==> config.mk <==
export PLATFORM = sky130hd
export DESIGN_NAME = bcd_scan_sequencer
export DESIGN_NICKNAME = d
export VERILOG_FILES = /design/src/rtl/bcd_pkg.sv /design/src/rtl/bcd_dabble_core.sv /design/src/rtl/bcd_scan_sequencer.sv
export SDC_FILE = /design/constraint.sdc
export NUM_CORES = 1
export LEC_CHECK = 0
export ABC_AREA = 0
export BUFFER_PORTS_ARGS = -buffer_cell sky130_fd_sc_hd__buf_4
export CORE_MARGIN = 2
export CORE_UTILIZATION = 30
export CTS_CLUSTER_DIAMETER = 40
export DETAILED_ROUTE_END_ITERATION = 8
export GPL_TIMING_DRIVEN = 0
export PLACE_DENSITY = 0.5
export SKIP_LAST_GASP = 1
export SLEW_MARGIN = 25
export SYNTH_ARGS = -nofsm -noshare
export SYNTH_HDL_FRONTEND = slang
export SYNTH_SLANG_ARGS = --single-unit
export TNS_END_PERCENT = 100
==> constraint.sdc <==
create_clock -name clock -period 2.2 [get_ports clock]
set_clock_uncertainty 0.05 [all_clocks]
set_input_delay 0.11 -clock clock [delete_from_list [all_inputs] [get_ports clock]]
set_output_delay 0.11 -clock clock [all_outputs]
set_load 0.02 [all_outputs]
==> src/rtl/bcd_pkg.sv <==
// Shared constants, converter state encoding and elaboration helpers for the
// BCD scan sequencer.
package bcd_pkg;

  localparam logic [4:0] BLANK_CODE = 5'b1_0000;

  typedef enum logic [1:0] {
    S_IDLE = 2'd0,
    S_CONV = 2'd1,
    S_DONE = 2'd2
  } conv_state_e;

  function automatic int unsigned clog2(input int unsigned v);
    int unsigned r;
    r = 0;
    while ((64'(1) << r) < 64'(v)) r++;
    return r;
  endfunction

  // ceil(bin_width * log10(2)) in fixed point, valid for practical widths
  function automatic int unsigned min_digits(input int unsigned bin_width);
    return (bin_width * 30103 + 99999) / 100000;
  endfunction

endpackage

==> src/rtl/bcd_dabble_core.sv <==
// Sequential shift-and-add-3 binary to BCD converter with start/busy/done
// handshake; one bit is consumed per clock.
module bcd_dabble_core
  import bcd_pkg::*;
#(
  parameter int unsigned BIN_WIDTH = 8,
  parameter int unsigned NDIGITS   = 3
) (
  input  logic                   clock,
  input  logic                   resetn,
  input  logic                   start,
  input  logic [BIN_WIDTH-1:0]   bin,
  output logic                   busy,
  output logic                   done,
  output logic [4*NDIGITS-1:0]   bcd
);

  localparam int unsigned BW = 4 * NDIGITS;
  localparam int unsigned CW = clog2(BIN_WIDTH + 1);

  conv_state_e          state_q, state_d;
  logic [CW-1:0]        cnt_q, cnt_d;
  logic [BIN_WIDTH-1:0] shift_q, shift_d;
  logic [BW-1:0]        scratch_q, scratch_d;
  logic [BW-1:0]        bcd_q, bcd_d;
  logic                 busy_q, busy_d;
  logic                 done_q, done_d;
  logic [BW-1:0]        adj_c;
  logic [BW-1:0]        stepped_c;

  always_ff @(posedge clock or negedge resetn) begin
    if (!resetn) begin
      state_q   <= S_IDLE;
      cnt_q     <= '0;
      shift_q   <= '0;
      scratch_q <= '0;
      bcd_q     <= '0;
      busy_q    <= 1'b0;
      done_q    <= 1'b0;
    end else begin
      state_q   <= state_d;
      cnt_q     <= cnt_d;
      shift_q   <= shift_d;
      scratch_q <= scratch_d;
      bcd_q     <= bcd_d;
      busy_q    <= busy_d;
      done_q    <= done_d;
    end
  end

  always_comb begin
    state_d   = state_q;
    cnt_d     = cnt_q;
    shift_d   = shift_q;
    scratch_d = scratch_q;
    bcd_d     = bcd_q;
    busy_d    = busy_q;
    done_d    = 1'b0;
    adj_c     = scratch_q;

    for (int i = 0; i < int'(NDIGITS); i++) begin
      if (scratch_q[4*i +: 4] >= 4'd5) adj_c[4*i +: 4] = scratch_q[4*i +: 4] + 4'd3;
    end
    stepped_c = {adj_c[BW-2:0], shift_q[BIN_WIDTH-1]};

    unique case (state_q)
      S_IDLE: begin
        if (start) begin
          shift_d   = bin;
          scratch_d = '0;
          cnt_d     = '0;
          busy_d    = 1'b1;
          state_d   = S_CONV;
        end
      end
      S_CONV: begin
        scratch_d = stepped_c;
        shift_d   = shift_q << 1;
        cnt_d     = CW'(cnt_q + 1'b1);
        // Result lands in the visible register together with the done pulse
        if (cnt_q == CW'(BIN_WIDTH - 1)) begin
          bcd_d   = stepped_c;
          busy_d  = 1'b0;
          done_d  = 1'b1;
          state_d = S_DONE;
        end
      end
      S_DONE: state_d = S_IDLE;
      default: state_d = S_IDLE;
    endcase
  end

  assign busy = busy_q;
  assign done = done_q;
  assign bcd  = bcd_q;

endmodule

==> src/rtl/bcd_scan_sequencer.sv <==
// Captures a binary switch word, converts it to BCD and scans the digits out
// to a seven-segment multiplexer with leading-zero blanking and decimal point.
module bcd_scan_sequencer
  import bcd_pkg::*;
#(
  parameter int unsigned BIN_WIDTH = 8,
  parameter int unsigned NDIGITS   = 3,
  parameter int unsigned SCAN_DIV  = 50000,
  parameter bit          BLANK_LZ  = 1'b1,
  parameter int unsigned DP_POS    = 0,
  localparam int unsigned DIGW     = clog2(NDIGITS + 1)
) (
  input  logic                 clock,
  input  logic                 resetn,
  input  logic                 BTND,
  input  logic [BIN_WIDTH-1:0] SW,
  output logic [BIN_WIDTH-1:0] bindata,
  output logic [4:0]           data,
  output logic [DIGW-1:0]      digit,
  output logic                 setdp,
  output logic                 busy,
  output logic                 done
);

  localparam int unsigned PW = (SCAN_DIV > 1) ? clog2(SCAN_DIV) : 1;

  if (NDIGITS < min_digits(BIN_WIDTH)) begin : g_ndigits_too_small
    $error("bcd_scan_sequencer: NDIGITS too small for BIN_WIDTH");
  end

  logic [4*NDIGITS-1:0] bcd_w;
  logic                 accept_c;
  logic [BIN_WIDTH-1:0] bindata_q, bindata_d;
  logic [PW-1:0]        presc_q, presc_d;
  logic [DIGW-1:0]      ptr_q, ptr_d;
  logic [DIGW-1:0]      digit_q, digit_d;
  logic [4:0]           data_q, data_d;
  logic                 setdp_q, setdp_d;
  logic                 wrap_c;
  logic [DIGW-1:0]      sel_c;
  logic [NDIGITS-1:0]   lead_zero_c;
  logic                 run_c;

  // The core only samples start in IDLE, where neither busy nor done is high
  assign accept_c = BTND && !busy && !done;

  bcd_dabble_core #(
    .BIN_WIDTH (BIN_WIDTH),
    .NDIGITS   (NDIGITS)
  ) u_core (
    .clock  (clock),
    .resetn (resetn),
    .start  (BTND),
    .bin    (SW),
    .busy   (busy),
    .done   (done),
    .bcd    (bcd_w)
  );

  always_ff @(posedge clock or negedge resetn) begin
    if (!resetn) begin
      bindata_q <= '0;
      presc_q   <= '0;
      ptr_q     <= DIGW'(NDIGITS);
      digit_q   <= '0;
      data_q    <= '0;
      setdp_q   <= 1'b0;
    end else begin
      bindata_q <= bindata_d;
      presc_q   <= presc_d;
      ptr_q     <= ptr_d;
      digit_q   <= digit_d;
      data_q    <= data_d;
      setdp_q   <= setdp_d;
    end
  end

  always_comb begin
    bindata_d   = accept_c ? SW : bindata_q;
    wrap_c      = (presc_q == PW'(SCAN_DIV - 1));
    presc_d     = wrap_c ? '0 : PW'(presc_q + 1'b1);
    ptr_d       = ptr_q;
    if (wrap_c) ptr_d = (ptr_q == DIGW'(1)) ? DIGW'(NDIGITS) : DIGW'(ptr_q - 1'b1);
    // Digit shown in the coming cycle; data keeps refreshing so a new result shows at once
    sel_c       = wrap_c ? ptr_q : digit_q;
    digit_d     = sel_c;
    data_d      = '0;
    setdp_d     = 1'b0;
    lead_zero_c = '0;
    run_c       = 1'b1;

    for (int k = int'(NDIGITS); k >= 1; k--) begin
      run_c            = run_c && (bcd_w[4*(k-1) +: 4] == 4'd0);
      lead_zero_c[k-1] = run_c;
    end

    for (int k = 1; k <= int'(NDIGITS); k++) begin
      if (sel_c == DIGW'(k)) begin
        setdp_d = (k == int'(DP_POS));
        if (BLANK_LZ && (k != 1) && (k != int'(DP_POS)) && lead_zero_c[k-1]) begin
          data_d = BLANK_CODE;
        end else begin
          data_d = {1'b0, bcd_w[4*(k-1) +: 4]};
        end
      end
    end
  end

  assign bindata = bindata_q;
  assign digit   = digit_q;
  assign data    = data_q;
  assign setdp   = setdp_q;

endmodule

==> metrics.md <==
| Metric | Value |
|---|---|
| Final setup fails | 0 |
| Initial antenna violation count | 0 |
| Clk root buf | clkbuf_8 |
| Synth Cell Area | 3280 µm² |
| Vias per cell | 4.64 |
| Maximum clock frequency | 496 MHz |
| Count leader, synth | dfrtp_1 |
| Antenna cell count | 0 |
| Leak | 1.89 nW |
| Vias post-DR | 2319 |
| Layout cells sized above 1 | 0.200 |
| Min cycle time layout | 2020 ps |
| Share of the synthesized area in the top cell type | 0.542 |
| Yosys reg bits | 73 |
| Antenna Violating Nets Remaining | 0 |
| WL/cell | 13.0 µm |
| Ys flop type | dfrtp_1 |
| Total negative slack | 0 ps |
| Ys Warns | 0 |
| Width of the die | 109 µm |
| Seq/Total Area, Yosys | 0.558 |
| Number of synthesized flops with an enable pin | 0 |
| Async SR Flop Fraction | 1.00 |
| Rows | 38 |
| Slew headroom | 0.548 |
| Initial DRC count | 98 |
| FF-to-FF path depth | 7 |
| IO Count | 29 |
| Detailed Routing Iterations Pass 1 | 4 |
| Hpwl dp | 4490 µm |
| CTS H-tree depth | 3 |
| Post-synthesis average cell area | 10.8 µm² |
| Post-Synthesis Cells | 305 |
| Layout Nets | 374 |
| Critical path peak fanout | 6 |
| Pin count of the biggest net entering global routing | 74 |
| Cell variety after synth | 39 |
| Slew of the pin with the lowest slew margin | 678 ps |
| Placer congestion estimate | 0.735 |
| Pwr/cell area | 1180 nW/µm² |
| Critical path capture point type | flip-flop |
| Area Overhead vs Synth | 22.2% |
| Status | completed |
| Core area | 10700 µm² |
| Critical Path AT | 2190 ps |
| Die Area | 11800 µm² |
| Max Slew Vio Count | 0 |
| First-pass GRT wire length | 11400 µm |
| Congestion Overflow GR | 0 |
| Post-synth net total | 324 |
| Number of port buffers | 27 |
| Clk_lat worst skew | 340 ps |
| Yosys top cell by area | dfrtp_1 |
| Fillers | 1085 |
| RSZ-0062 raised after global routing | false |
| Post-route clock period utilization | 0.916 |
| Clk pin slew, worst setup/hold paths | 80 ps |
| Top post-synthesis cells by area | dfrtp_1, nand2_1, o21ai_0, mux2_2, mux2i_1 |
| Chip Height | 109 µm |
| Sink Count | 73 |
| Top cells by count, synth | dfrtp_1, nand2_1, o21ai_0, nor2_1 |
| Worst min path class | input pin to async pin |
| CP startpoint kind | flip-flop |
| Max-capacitance violation count | 0 |
| Peak VDD IR | 0.554 mV |
| Final wirelength | 6510 µm |
| Vias in the first global route | 2305 |
| Residual DRC | 0 |
| Clock buffer depth | 2 |
| Layout Cells excl Fill | 500 |
| Placed Cells | 472 |
| Num CTS Buffers | 9 |
| Crit Path Class | flip-flop to flip-flop |
| Gr usage total | 0.123 |
| Required time of the worst setup path | 2380 ps |
| Initial Utilization | 0.305 |
| Final hold violations | 0 |
| CTS tree | built |
-- what timing repair did --
item | 4_1_cts | 5_1_grt
hold endpoints to repair | 80 | 0
setup buffers | 0 | 2
endpoints found under the setup margin | 0 | 4
resized for setup | 0 | 2
hold buffers | 10 | 0
-- critical path, stage by stage, from the launching register on --
cell and delay (ps):
dfrtp_1 440, ha_4 180, and3_1 200, and4_1 210
buf_6 140, mux2i_4 350, mux2i_1 250, o2bb2ai_1 90
-- layer usage --
metal	up-vias	wire length, µm	GRT usage
met5	-	0	0
met4	0	63	0.0412
met3	7	271	0.0307
met2	45	2980	0.193
met1	1124	3190	0.166
li1	1143	-	-
-- final cells by class --
cell class	instances	area [µm²]	area share
clock buffer	11	141	0.0353
buffer	10	52.6	0.0131
inverter	13	48.8	0.0122
sequential	73	1830	0.456
timing repair buffer	39	322	0.0802
multi-input combinational	209	1360	0.340
clock inverter	5	78.8	0.0197
tap	140	175	0.0437
-- power by group --
| group | leakage (nW) | switching [W] | internal (W) |
|---|---|---|---|
| clock network | 0.113 | 0.000487 | 0.000668 |
| logic | 0.846 | 0.000830 | 0.000687 |
| registers | 0.926 | 0.000315 | 0.00174 |
| total | 1.89 | 0.00163 | 0.00310 |
-- flip-flops by register name, summed over array words and instances (netlist names) --
register	count
bindata	8
data	5
u_core.busy	1
digit	2
u_core.shift_q	8
u_core.bcd	12
u_core.done	1
u_core.scratch_q	12
ptr_q	2
u_core.state_q	2
presc_q	16
u_core.cnt_q	4
-- cells by family after synthesis --
kind of cell | Yosys count | share of synthesized area
xor+xnor | 16 | 0.0427
other cells | 1 | 0.00114
compound gates | 57 | 0.103
simple gates | 104 | 0.152
fa+ha+maj | 8 | 0.0305
buf+inv | 23 | 0.0309
mux | 23 | 0.0816
flops | 73 | 0.558
-- layout by cell type, fill, tap and decap left out, drive strengths merged, types with 4 or more instances in the layout --
cell type,instances
a22o,5
clkbuf,16
o21ai,31
buf,34
xor2,7
nor3,6
dfrtp,71
dlygate4sd3,10
nand2,47
a21oi,9
and3,7
o2bb2ai,4
ha,8
inv,13
a31oi,5
nor2,21
mux2i,13
xnor2,9
mux2,10
nand3,6
-- stage by stage --
stage / instance area, µm² / setup WS [ps] / utilization / power (W) / hold slack (ps)
after floorplan: 3280 / 319 / - / 0.00308 / -236
after global placement: 3660 / 119 / 0.340 / 0.00356 / 264
after detailed placement: 3660 / 98.0 / 0.340 / 0.00361 / 267
after CTS: 3980 / 89.8 / 0.370 / 0.00480 / 419
after global routing: 4010 / 5.61 / 0.373 / 0.00511 / 336
final: 4010 / 184 / 0.373 / 0.00473 / 276
-- worst paths after layout --
path,start,endpoint,slack (ps)
max in group asynchronous,resetn,u_core.bcd[2]$_DFFE_PN0P_,1320
min in group clock,u_core.shift_q[5]$_DFFE_PN0P_,u_core.shift_q[5]$_DFFE_PN0P_,440
max,presc_q[0]$_DFF_PN0_,data[0]$_DFF_PN0_,180
max reg2reg,presc_q[0]$_DFF_PN0_,data[0]$_DFF_PN0_,180
min reg2reg,u_core.shift_q[5]$_DFFE_PN0P_,u_core.shift_q[5]$_DFFE_PN0P_,440
min,resetn,presc_q[15]$_DFF_PN0_,280
(Power assumes the default switching activity.)
